**src/rtl/player_motion_if.sv**
```systemverilog
// Key/position bundle between the keyboard front end, the motion engine and the colour mapper.
interface player_motion_if #(
    parameter int KEY_CH   = 2,
    parameter int SCROLL_W = 6
);
    logic [8*KEY_CH-1:0] keycodes;
    logic [9:0]          PlayerX;
    logic [9:0]          PlayerY;
    logic [9:0]          PlayerSX;
    logic [9:0]          PlayerSY;
    logic [SCROLL_W-1:0] scroll;
    logic [1:0]          state;
    logic                jump_start;

    modport master (
        output keycodes,
        input  PlayerX, PlayerY, PlayerSX, PlayerSY, scroll, state, jump_start
    );

    modport slave (
        input  keycodes,
        output PlayerX, PlayerY, PlayerSX, PlayerSY, scroll, state, jump_start
    );
endinterface

```
**src/rtl/player_motion.sv**
```systemverilog
// Per-frame player sprite motion: walk/scroll, edge-triggered jump FSM, saturating bounds.
// Optional variable jump height when PLAYER_MOTION_VARJUMP_EN is defined.
module player_motion #(
    parameter int         KEY_CH     = 2,
    parameter int         X_START    = 80,
    parameter int         GROUND_Y   = 378,
    parameter int         JUMP_H     = 78,
    parameter int         RISE_STEP  = 3,
    parameter int         FALL_STEP  = 3,
    parameter int         WALK_STEP  = 1,
    parameter int         SIZE_X     = 10,
    parameter int         SIZE_Y     = 20,
    parameter int         X_MAX      = 699,
    parameter int         SCROLL_X   = 320,
    parameter int         SCROLL_MAX = 60,
    parameter int         SCROLL_W   = 6,
    parameter logic [7:0] KEY_RIGHT  = 8'h07,
    parameter logic [7:0] KEY_LEFT   = 8'h04,
    parameter logic [7:0] KEY_JUMP   = 8'h1A
) (
    input  logic           frame_clk,
    input  logic           Reset_n,
    player_motion_if.slave pm
);
    typedef enum logic [1:0] {
        GROUNDED = 2'd0,
        RISING   = 2'd1,
        FALLING  = 2'd2
    } state_e;

    localparam logic [9:0]  X_START_C  = 10'(X_START);
    localparam logic [9:0]  GROUND_C   = 10'(GROUND_Y);
    localparam logic [10:0] GROUND_W   = 11'(GROUND_Y);
    localparam logic [9:0]  JUMP_H_C   = 10'(JUMP_H);
    localparam logic [9:0]  RISE_C     = 10'(RISE_STEP);
    localparam logic [10:0] RISE_W     = 11'(RISE_STEP);
    localparam logic [9:0]  FALL_C     = 10'(FALL_STEP);
    localparam logic [10:0] FALL_W     = 11'(FALL_STEP);
    localparam logic [10:0] WALK_W     = 11'(WALK_STEP);
    localparam logic [9:0]  X_HI_C     = 10'(X_MAX - SIZE_X);
    localparam logic [10:0] X_HI_W     = 11'(X_MAX - SIZE_X);
    localparam logic [9:0]  X_LO_C     = 10'(SIZE_X);
    localparam logic [10:0] X_LO_W     = 11'(SIZE_X + WALK_STEP);
    localparam logic [9:0]  SCROLL_X_C = 10'(SCROLL_X);
    localparam logic [SCROLL_W-1:0] SCROLL_MAX_C = SCROLL_W'(SCROLL_MAX);
    localparam logic [SCROLL_W-1:0] SCROLL_ONE   = SCROLL_W'(1);

    logic [KEY_CH-1:0] right_hit, left_hit, jump_hit;
    logic              right, left, jump;

    generate
        for (genvar gi = 0; gi < KEY_CH; gi++) begin : g_key
            assign right_hit[gi] = (pm.keycodes[8*gi +: 8] == KEY_RIGHT);
            assign left_hit[gi]  = (pm.keycodes[8*gi +: 8] == KEY_LEFT);
            assign jump_hit[gi]  = (pm.keycodes[8*gi +: 8] == KEY_JUMP);
        end
    endgenerate

    assign right = |right_hit;
    assign left  = |left_hit;
    assign jump  = |jump_hit;

    state_e              state_q, state_d;
    logic [9:0]          x_q, x_d, y_q, y_d, apex_q, apex_d;
    logic [SCROLL_W-1:0] scroll_q, scroll_d;
    logic                jump_prev_q, jump_start_q, jump_start_d;

    // Widened sums let bound checks see the carry before truncation to 10 bits.
    logic [10:0] x_inc, x_lo_chk, y_rise_chk, apex_rise, y_fall_chk;
    assign x_inc      = {1'b0, x_q} + WALK_W;
    assign x_lo_chk   = {1'b0, x_q};
    assign y_rise_chk = {1'b0, y_q};
    assign apex_rise  = {1'b0, apex_q} + RISE_W;
    assign y_fall_chk = {1'b0, y_q} + FALL_W;

    always_comb begin
        state_d      = state_q;
        y_d          = y_q;
        apex_d       = apex_q;
        jump_start_d = 1'b0;
        x_d          = x_q;
        scroll_d     = scroll_q;

        unique case (state_q)
            GROUNDED: begin
                if (jump && !jump_prev_q) begin
                    apex_d       = (y_q < JUMP_H_C) ? 10'd0 : (y_q - JUMP_H_C);
                    state_d      = RISING;
                    jump_start_d = 1'b1;
                end
            end
            RISING: begin
`ifdef PLAYER_MOTION_VARJUMP_EN
                if (!jump) begin
                    state_d = FALLING;
                end else
`endif
                if (y_rise_chk <= apex_rise) begin
                    y_d     = apex_q;
                    state_d = FALLING;
                end else begin
                    y_d = y_q - RISE_C;
                end
            end
            FALLING: begin
                if (y_fall_chk >= GROUND_W) begin
                    y_d     = GROUND_C;
                    state_d = GROUNDED;
                end else begin
                    y_d = y_q + FALL_C;
                end
            end
            default: state_d = GROUNDED;
        endcase

        if (right && !left) begin
            if (x_q >= SCROLL_X_C && scroll_q < SCROLL_MAX_C) begin
                scroll_d = scroll_q + SCROLL_ONE;
            end else begin
                x_d = (x_inc > X_HI_W) ? X_HI_C : x_inc[9:0];
            end
        end else if (left && !right) begin
            x_d = (x_lo_chk < X_LO_W) ? X_LO_C : (x_q - WALK_W[9:0]);
        end
    end

    // jump_prev resets high so a key held through reset cannot trigger a take-off.
    always_ff @(posedge frame_clk) begin
        if (!Reset_n) begin
            state_q      <= GROUNDED;
            x_q          <= X_START_C;
            y_q          <= GROUND_C;
            apex_q       <= GROUND_C;
            scroll_q     <= '0;
            jump_prev_q  <= 1'b1;
            jump_start_q <= 1'b0;
        end else begin
            state_q      <= state_d;
            x_q          <= x_d;
            y_q          <= y_d;
            apex_q       <= apex_d;
            scroll_q     <= scroll_d;
            jump_prev_q  <= jump;
            jump_start_q <= jump_start_d;
        end
    end

    assign pm.PlayerX    = x_q;
    assign pm.PlayerY    = y_q;
    assign pm.PlayerSX   = 10'(SIZE_X);
    assign pm.PlayerSY   = 10'(SIZE_Y);
    assign pm.scroll     = scroll_q;
    assign pm.state      = state_q;
    assign pm.jump_start = jump_start_q;
endmodule
```
**src/flat_wrapper.sv**
```systemverilog
// flat-port wrapper written by rule: the top's interface ports become plain ports
module player_motion_flat 
#(
    parameter int         KEY_CH     = 2,
    parameter int         X_START    = 80,
    parameter int         GROUND_Y   = 378,
    parameter int         JUMP_H     = 78,
    parameter int         RISE_STEP  = 3,
    parameter int         FALL_STEP  = 3,
    parameter int         WALK_STEP  = 1,
    parameter int         SIZE_X     = 10,
    parameter int         SIZE_Y     = 20,
    parameter int         X_MAX      = 699,
    parameter int         SCROLL_X   = 320,
    parameter int         SCROLL_MAX = 60,
    parameter int         SCROLL_W   = 6,
    parameter logic [7:0] KEY_RIGHT  = 8'h07,
    parameter logic [7:0] KEY_LEFT   = 8'h04,
    parameter logic [7:0] KEY_JUMP   = 8'h1A
)
  (frame_clk, Reset_n, pm_keycodes, pm_PlayerX, pm_PlayerY, pm_PlayerSX, pm_PlayerSY, pm_scroll, pm_state, pm_jump_start);
  player_motion_if #(.KEY_CH(KEY_CH), .SCROLL_W(SCROLL_W)) pm_i ();
  input  logic frame_clk;
  input  logic Reset_n;
  input wire logic [$bits(pm_i.keycodes)-1:0] pm_keycodes;
  output wire logic [$bits(pm_i.PlayerX)-1:0] pm_PlayerX;
  output wire logic [$bits(pm_i.PlayerY)-1:0] pm_PlayerY;
  output wire logic [$bits(pm_i.PlayerSX)-1:0] pm_PlayerSX;
  output wire logic [$bits(pm_i.PlayerSY)-1:0] pm_PlayerSY;
  output wire logic [$bits(pm_i.scroll)-1:0] pm_scroll;
  output wire logic [$bits(pm_i.state)-1:0] pm_state;
  output wire logic [$bits(pm_i.jump_start)-1:0] pm_jump_start;
  assign pm_i.keycodes = pm_keycodes;
  assign pm_PlayerX = pm_i.PlayerX;
  assign pm_PlayerY = pm_i.PlayerY;
  assign pm_PlayerSX = pm_i.PlayerSX;
  assign pm_PlayerSY = pm_i.PlayerSY;
  assign pm_scroll = pm_i.scroll;
  assign pm_state = pm_i.state;
  assign pm_jump_start = pm_i.jump_start;
  player_motion #(.KEY_CH(KEY_CH), .X_START(X_START), .GROUND_Y(GROUND_Y), .JUMP_H(JUMP_H), .RISE_STEP(RISE_STEP), .FALL_STEP(FALL_STEP), .WALK_STEP(WALK_STEP), .SIZE_X(SIZE_X), .SIZE_Y(SIZE_Y), .X_MAX(X_MAX), .SCROLL_X(SCROLL_X), .SCROLL_MAX(SCROLL_MAX), .SCROLL_W(SCROLL_W), .KEY_RIGHT(KEY_RIGHT), .KEY_LEFT(KEY_LEFT), .KEY_JUMP(KEY_JUMP)) u_core (.frame_clk(frame_clk), .Reset_n(Reset_n), .pm(pm_i));
endmodule
```
**config.mk**
```make
export PLATFORM = sky130hd
export DESIGN_NAME = player_motion_flat
export DESIGN_NICKNAME = d
export VERILOG_FILES = /design/src/rtl/player_motion_if.sv /design/src/rtl/player_motion.sv /design/src/flat_wrapper.sv
export SDC_FILE = /design/constraint.sdc
export NUM_CORES = 1
export LEC_CHECK = 0
export ABC_AREA = 1
export ABC_CLOCK_PERIOD_IN_PS = 2900
export CAP_MARGIN = 20
export CORE_UTILIZATION = 45
export CTS_CLUSTER_DIAMETER = 200
export DETAILED_ROUTE_END_ITERATION = 7
export GPL_TIMING_DRIVEN = 0
export PLACE_DENSITY_LB_ADDON = 0.3
export SKIP_LAST_GASP = 1
export SLEW_MARGIN = 20
export SYNTH_ARGS = -nofsm -noshare
export SYNTH_HDL_FRONTEND = slang
export SYNTH_SLANG_ARGS = --single-unit
export TNS_END_PERCENT = 20
```
**constraint.sdc**
```tcl
create_clock -name frame_clk -period 2.9 [get_ports frame_clk]
set_input_delay 0.58 -clock frame_clk [delete_from_list [all_inputs] [get_ports frame_clk]]
set_output_delay 0.58 -clock frame_clk [all_outputs]
set_load 0.05 [all_outputs]
```
==> flow_summary_export.csv, run 1 <==
group,metric,value,unit
global_route,antenna_found_initial,0,
sta,fmax,0.367,GHz
synth,netlist_instances,577,
synth,synth_compound_area_frac,0.119,
floorplanning,core,7850,µm²
finish,instances_no_fill,753,
job,cap_violations,0,
detailed_routing,ant_nets,0,
synth,yosys_warnings,0,
synth,synth_edf_count,0,
floorplanning,num_rows,32,
floorplanning,io_pins,67,
cts,cts_buffer_depth,2,
floorplanning,chipWidth,93.0,µm
sta,setup_viol,0,
placed_design,numPortBuffers,45,
cts,numCtsBuffers,5,
synth,yosys.area_share.simple,0.364,
finish,layout_common_cells,"nand2_1 (142), inv_1 (69), nor2_1 (45), clkdlybuf4s50_1 (45), nand3_1 (43)",
finish,n_antenna_cell,0,
sta,hold_viol,0,
worst_setup_path,crit_type,"flip-flop to flip-flop",
synth,synth_area_leaders,"dfxtp_1 (21%), nand2_1 (15%), ha_1 (8.1%), inv_1 (7.3%), xor2_1 (6.6%)",
finish,syn2layout_area_growth,21.3,%
synth,synth-adder-area-share,0.0806,
synth,yosysTopAreaCellShare,0.215,
synth,syn-cell-area,3720,µm²
sta,finalCritPeriodShare,0.939,
sta,min_period,2.72,ns
cts,clk_pin_slew,0.08,ns
synth,async_reset_ff_frac,0,
cts,clock_latency,0.30,ns
global_route,grt_max_degree,12,
global_route,grtUsageTotal,0.233,
synth,seq_area_frac_synth,0.215,
synth,synth_ff_type,"dfxtp_1",
finish,seq_area,803,µm²
min_path,hold_class,"flip-flop to flip-flop",
synth,synth.distinct_cells,46,
placed_design,pre_cts_ws,-0.139,ns
outcome,outcome,"finished, final reports clean",
detailed_routing,drtIter0Drc,167,
worst_setup_path,start_kind,"flip-flop",
power_and_ir_drop,power.total,2010,µW
synth,syn_area_per_cell,6.46,µm²
synth,synth_top_cell_by_area,"dfxtp_1",
detailed_routing,drt-total-wl,9530,µm
floorplanning,die_area,8650,µm²
sta,relSlewSlack,0.620,
cts,hold_buffers,0,
finish,nets,693,
floorplanning,initial_core_util,0.475,
placed_design,dp.cells,742,
detailed_routing,drc_errors,0,
worst_setup_path,critPathRequiredTime,3.08,ns
synth,synth_top_family_by_area,"simple AND/OR/NAND/NOR gates",
sta,setup_slack,0.176,ns
finish,final_common_cell,"nand2_1",
power_and_ir_drop,irDropWorstVdd,0.226,mV
power_and_ir_drop,powerDensity,444,nW/µm²
cts,clock_sinks,40,
placed_design,dpl-instance-area,4370,µm²
sta,finalClockSkew,0.00941,ns
placed_design,gp_congestion,0.938,
cts,clockRootBuffer,"clkbuf_8",
power_and_ir_drop,leakagePower,0.00213,µW
synth,muxShareOfSynthArea,0,
worst_setup_path,cp.arrival,2.90,ns
synth,synth_xor_area_frac,0.0752,
detailed_routing,vias_per_cell,4.95,
synth,synth_seq_cells,40,
global_route,grt_overflow,0,
finish,fill_cells,814,
cts,cts_tree,"built",
finish,stdcell_area,4520,µm²
sta,finalMaxSlewViolations,0,
finish,multi_input_area,2490,µm²
worst_setup_path,cp_max_fo,10,
detailed_routing,avgRoutedWirePerCell,12.7,µm
cts,htreeDepth,2,
sta,tightest_slew,0.565,ns
floorplanning,fp.dieH,93.0,µm
detailed_routing,dr.pass1.iters,5,
global_route,grt_pass1_vias,3519,
detailed_routing,route.vias.total,3730,
finish,layout-drive-gt1-share,0.144,
worst_setup_path,worst_setup_path_end_kind,"flip-flop",
placed_design,hpwlAfterDp,7490,µm
global_route,grt_pass1_wl,16100,µm
[routing by layer]
metal / vias to the layer above / wire, µm / part of all wire / GRT usage
met4: 0 / 77 / 0.0081 / 0.0423
met2: 116 / 4480 / 0.47 / 0.403
met1: 1659 / 4420 / 0.46 / 0.303
li1: 1949 / - / - / -
met5: - / 0 / 0 / 0
met3: 6 / 548 / 0.058 / 0.0415
[layout make-up]
class | instances | share of cell area
Clock inverter | 1 | 0.00111
Clock buffer | 6 | 0.0161
Multi-Input combinational cell | 443 | 0.551
Sequential cell | 40 | 0.178
Tap cell | 102 | 0.0283
Buffer | 36 | 0.0557
Timing Repair Buffer | 49 | 0.106
Inverter | 76 | 0.0637
[cells by family after synthesis]
kind of cell | Yosys count
AOI/OAI and AO/OA | 78
xor gates and xnor gates | 32
adders and majority gates | 24
buffers and inverters | 112
DFF | 40
other | 2
and+or+nand+nor | 289
[stage by stage]
step                      setup TNS [ns]  hold slack (ns)  utilization
after floorplan                        0            0.444            -
after global placement            -0.371            0.456        0.557
after detailed placement          -0.553            0.462        0.557
after CTS                              0            0.474        0.570
after global routing             -0.0254            0.494        0.576
final                                  0            0.476        0.576
[final timing paths]
kind	from	endpoint	slack [ns]	cells after the start
max	u_core.apex_q[1]	u_core.pm.PlayerY[4]	0.18	22
min reg2reg	u_core.pm.scroll[5]	u_core.pm.scroll[5]	0.48	2
min	u_core.pm.scroll[5]	u_core.pm.scroll[5]	0.48	2
max reg2reg	u_core.apex_q[1]	u_core.pm.PlayerY[4]	0.18	22
[Yosys cell counts, types with 5 or more instances]
| master | instances |
|---|---|
| dfxtp_1 | 40 |
| buf_4 | 23 |
| o21ai_2 | 5 |
| a21oi_1 | 33 |
| inv_1 | 72 |
| nand3_1 | 45 |
| ha_1 | 24 |
| buf_2 | 5 |
| o21ai_1 | 5 |
| nand4_1 | 11 |
| nor2_1 | 48 |
| nand2_1 | 145 |
| o21ai_0 | 22 |
| xor2_1 | 28 |
| nand2_2 | 9 |
[repair_timing]
action / CTS / global route
resized for setup: 3 / 13
hold endpoints to repair: 0 / 0
buffers inserted: 3 / 1
cloned: 0 / 0
pin swaps: 2 / 3
endpoints found under the setup margin: 10 / 12
[critical path: stages (launching register included)]
cell	delay (ns)
dfxtp_2	0.33
inv_1	0.07
ha_2	0.19
nor2_2	0.12
nand2_2	0.07
nor2_2	0.13
nand2_1	0.08
xor2_1	0.15
ha_1	0.31
nand2_2	0.08
nor2_2	0.12
nand2_1	0.07
nand2_1	0.05
nand2_1	0.04
nand2_1	0.05
nand2_1	0.05
nand2_2	0.10
nand2_4	0.08
buf_6	0.15
a21oi_1	0.12
nand2_1	0.06
nand3_1	0.06
nand2_1	0.09
[where the power goes]
part / internal, µW / leakage [µW] / switching, µW
logic: 334 / 0.00176 / 664
registers: 581 / 0.000324 / 57.2
clock network: 164 / 0.0000410 / 207
total: 1080 / 0.00213 / 928
[sequential cells by signal, indices dropped and copies added (netlist names)]
name                  cells
u_core.apex_q            10
u_core.pm.PlayerX        10
u_core.pm.PlayerY        10
u_core.pm.scroll          6
u_core.pm.state           2
u_core.jump_prev_q        1
u_core.pm.jump_start      1
Power figures use the tool's default switching activity.
==> run 2: changes to the inputs <==
--- a/config.mk
+++ b/config.mk
@@ -7,7 +7,6 @@
 export LEC_CHECK = 0
 export ABC_AREA = 1
 export ABC_CLOCK_PERIOD_IN_PS = 2900
-export CAP_MARGIN = 20
 export CORE_UTILIZATION = 45
 export CTS_CLUSTER_DIAMETER = 200
 export DETAILED_ROUTE_END_ITERATION = 7
==> results of run 2 <==
Final layout, timing and power as in run 1 (identical DEF).
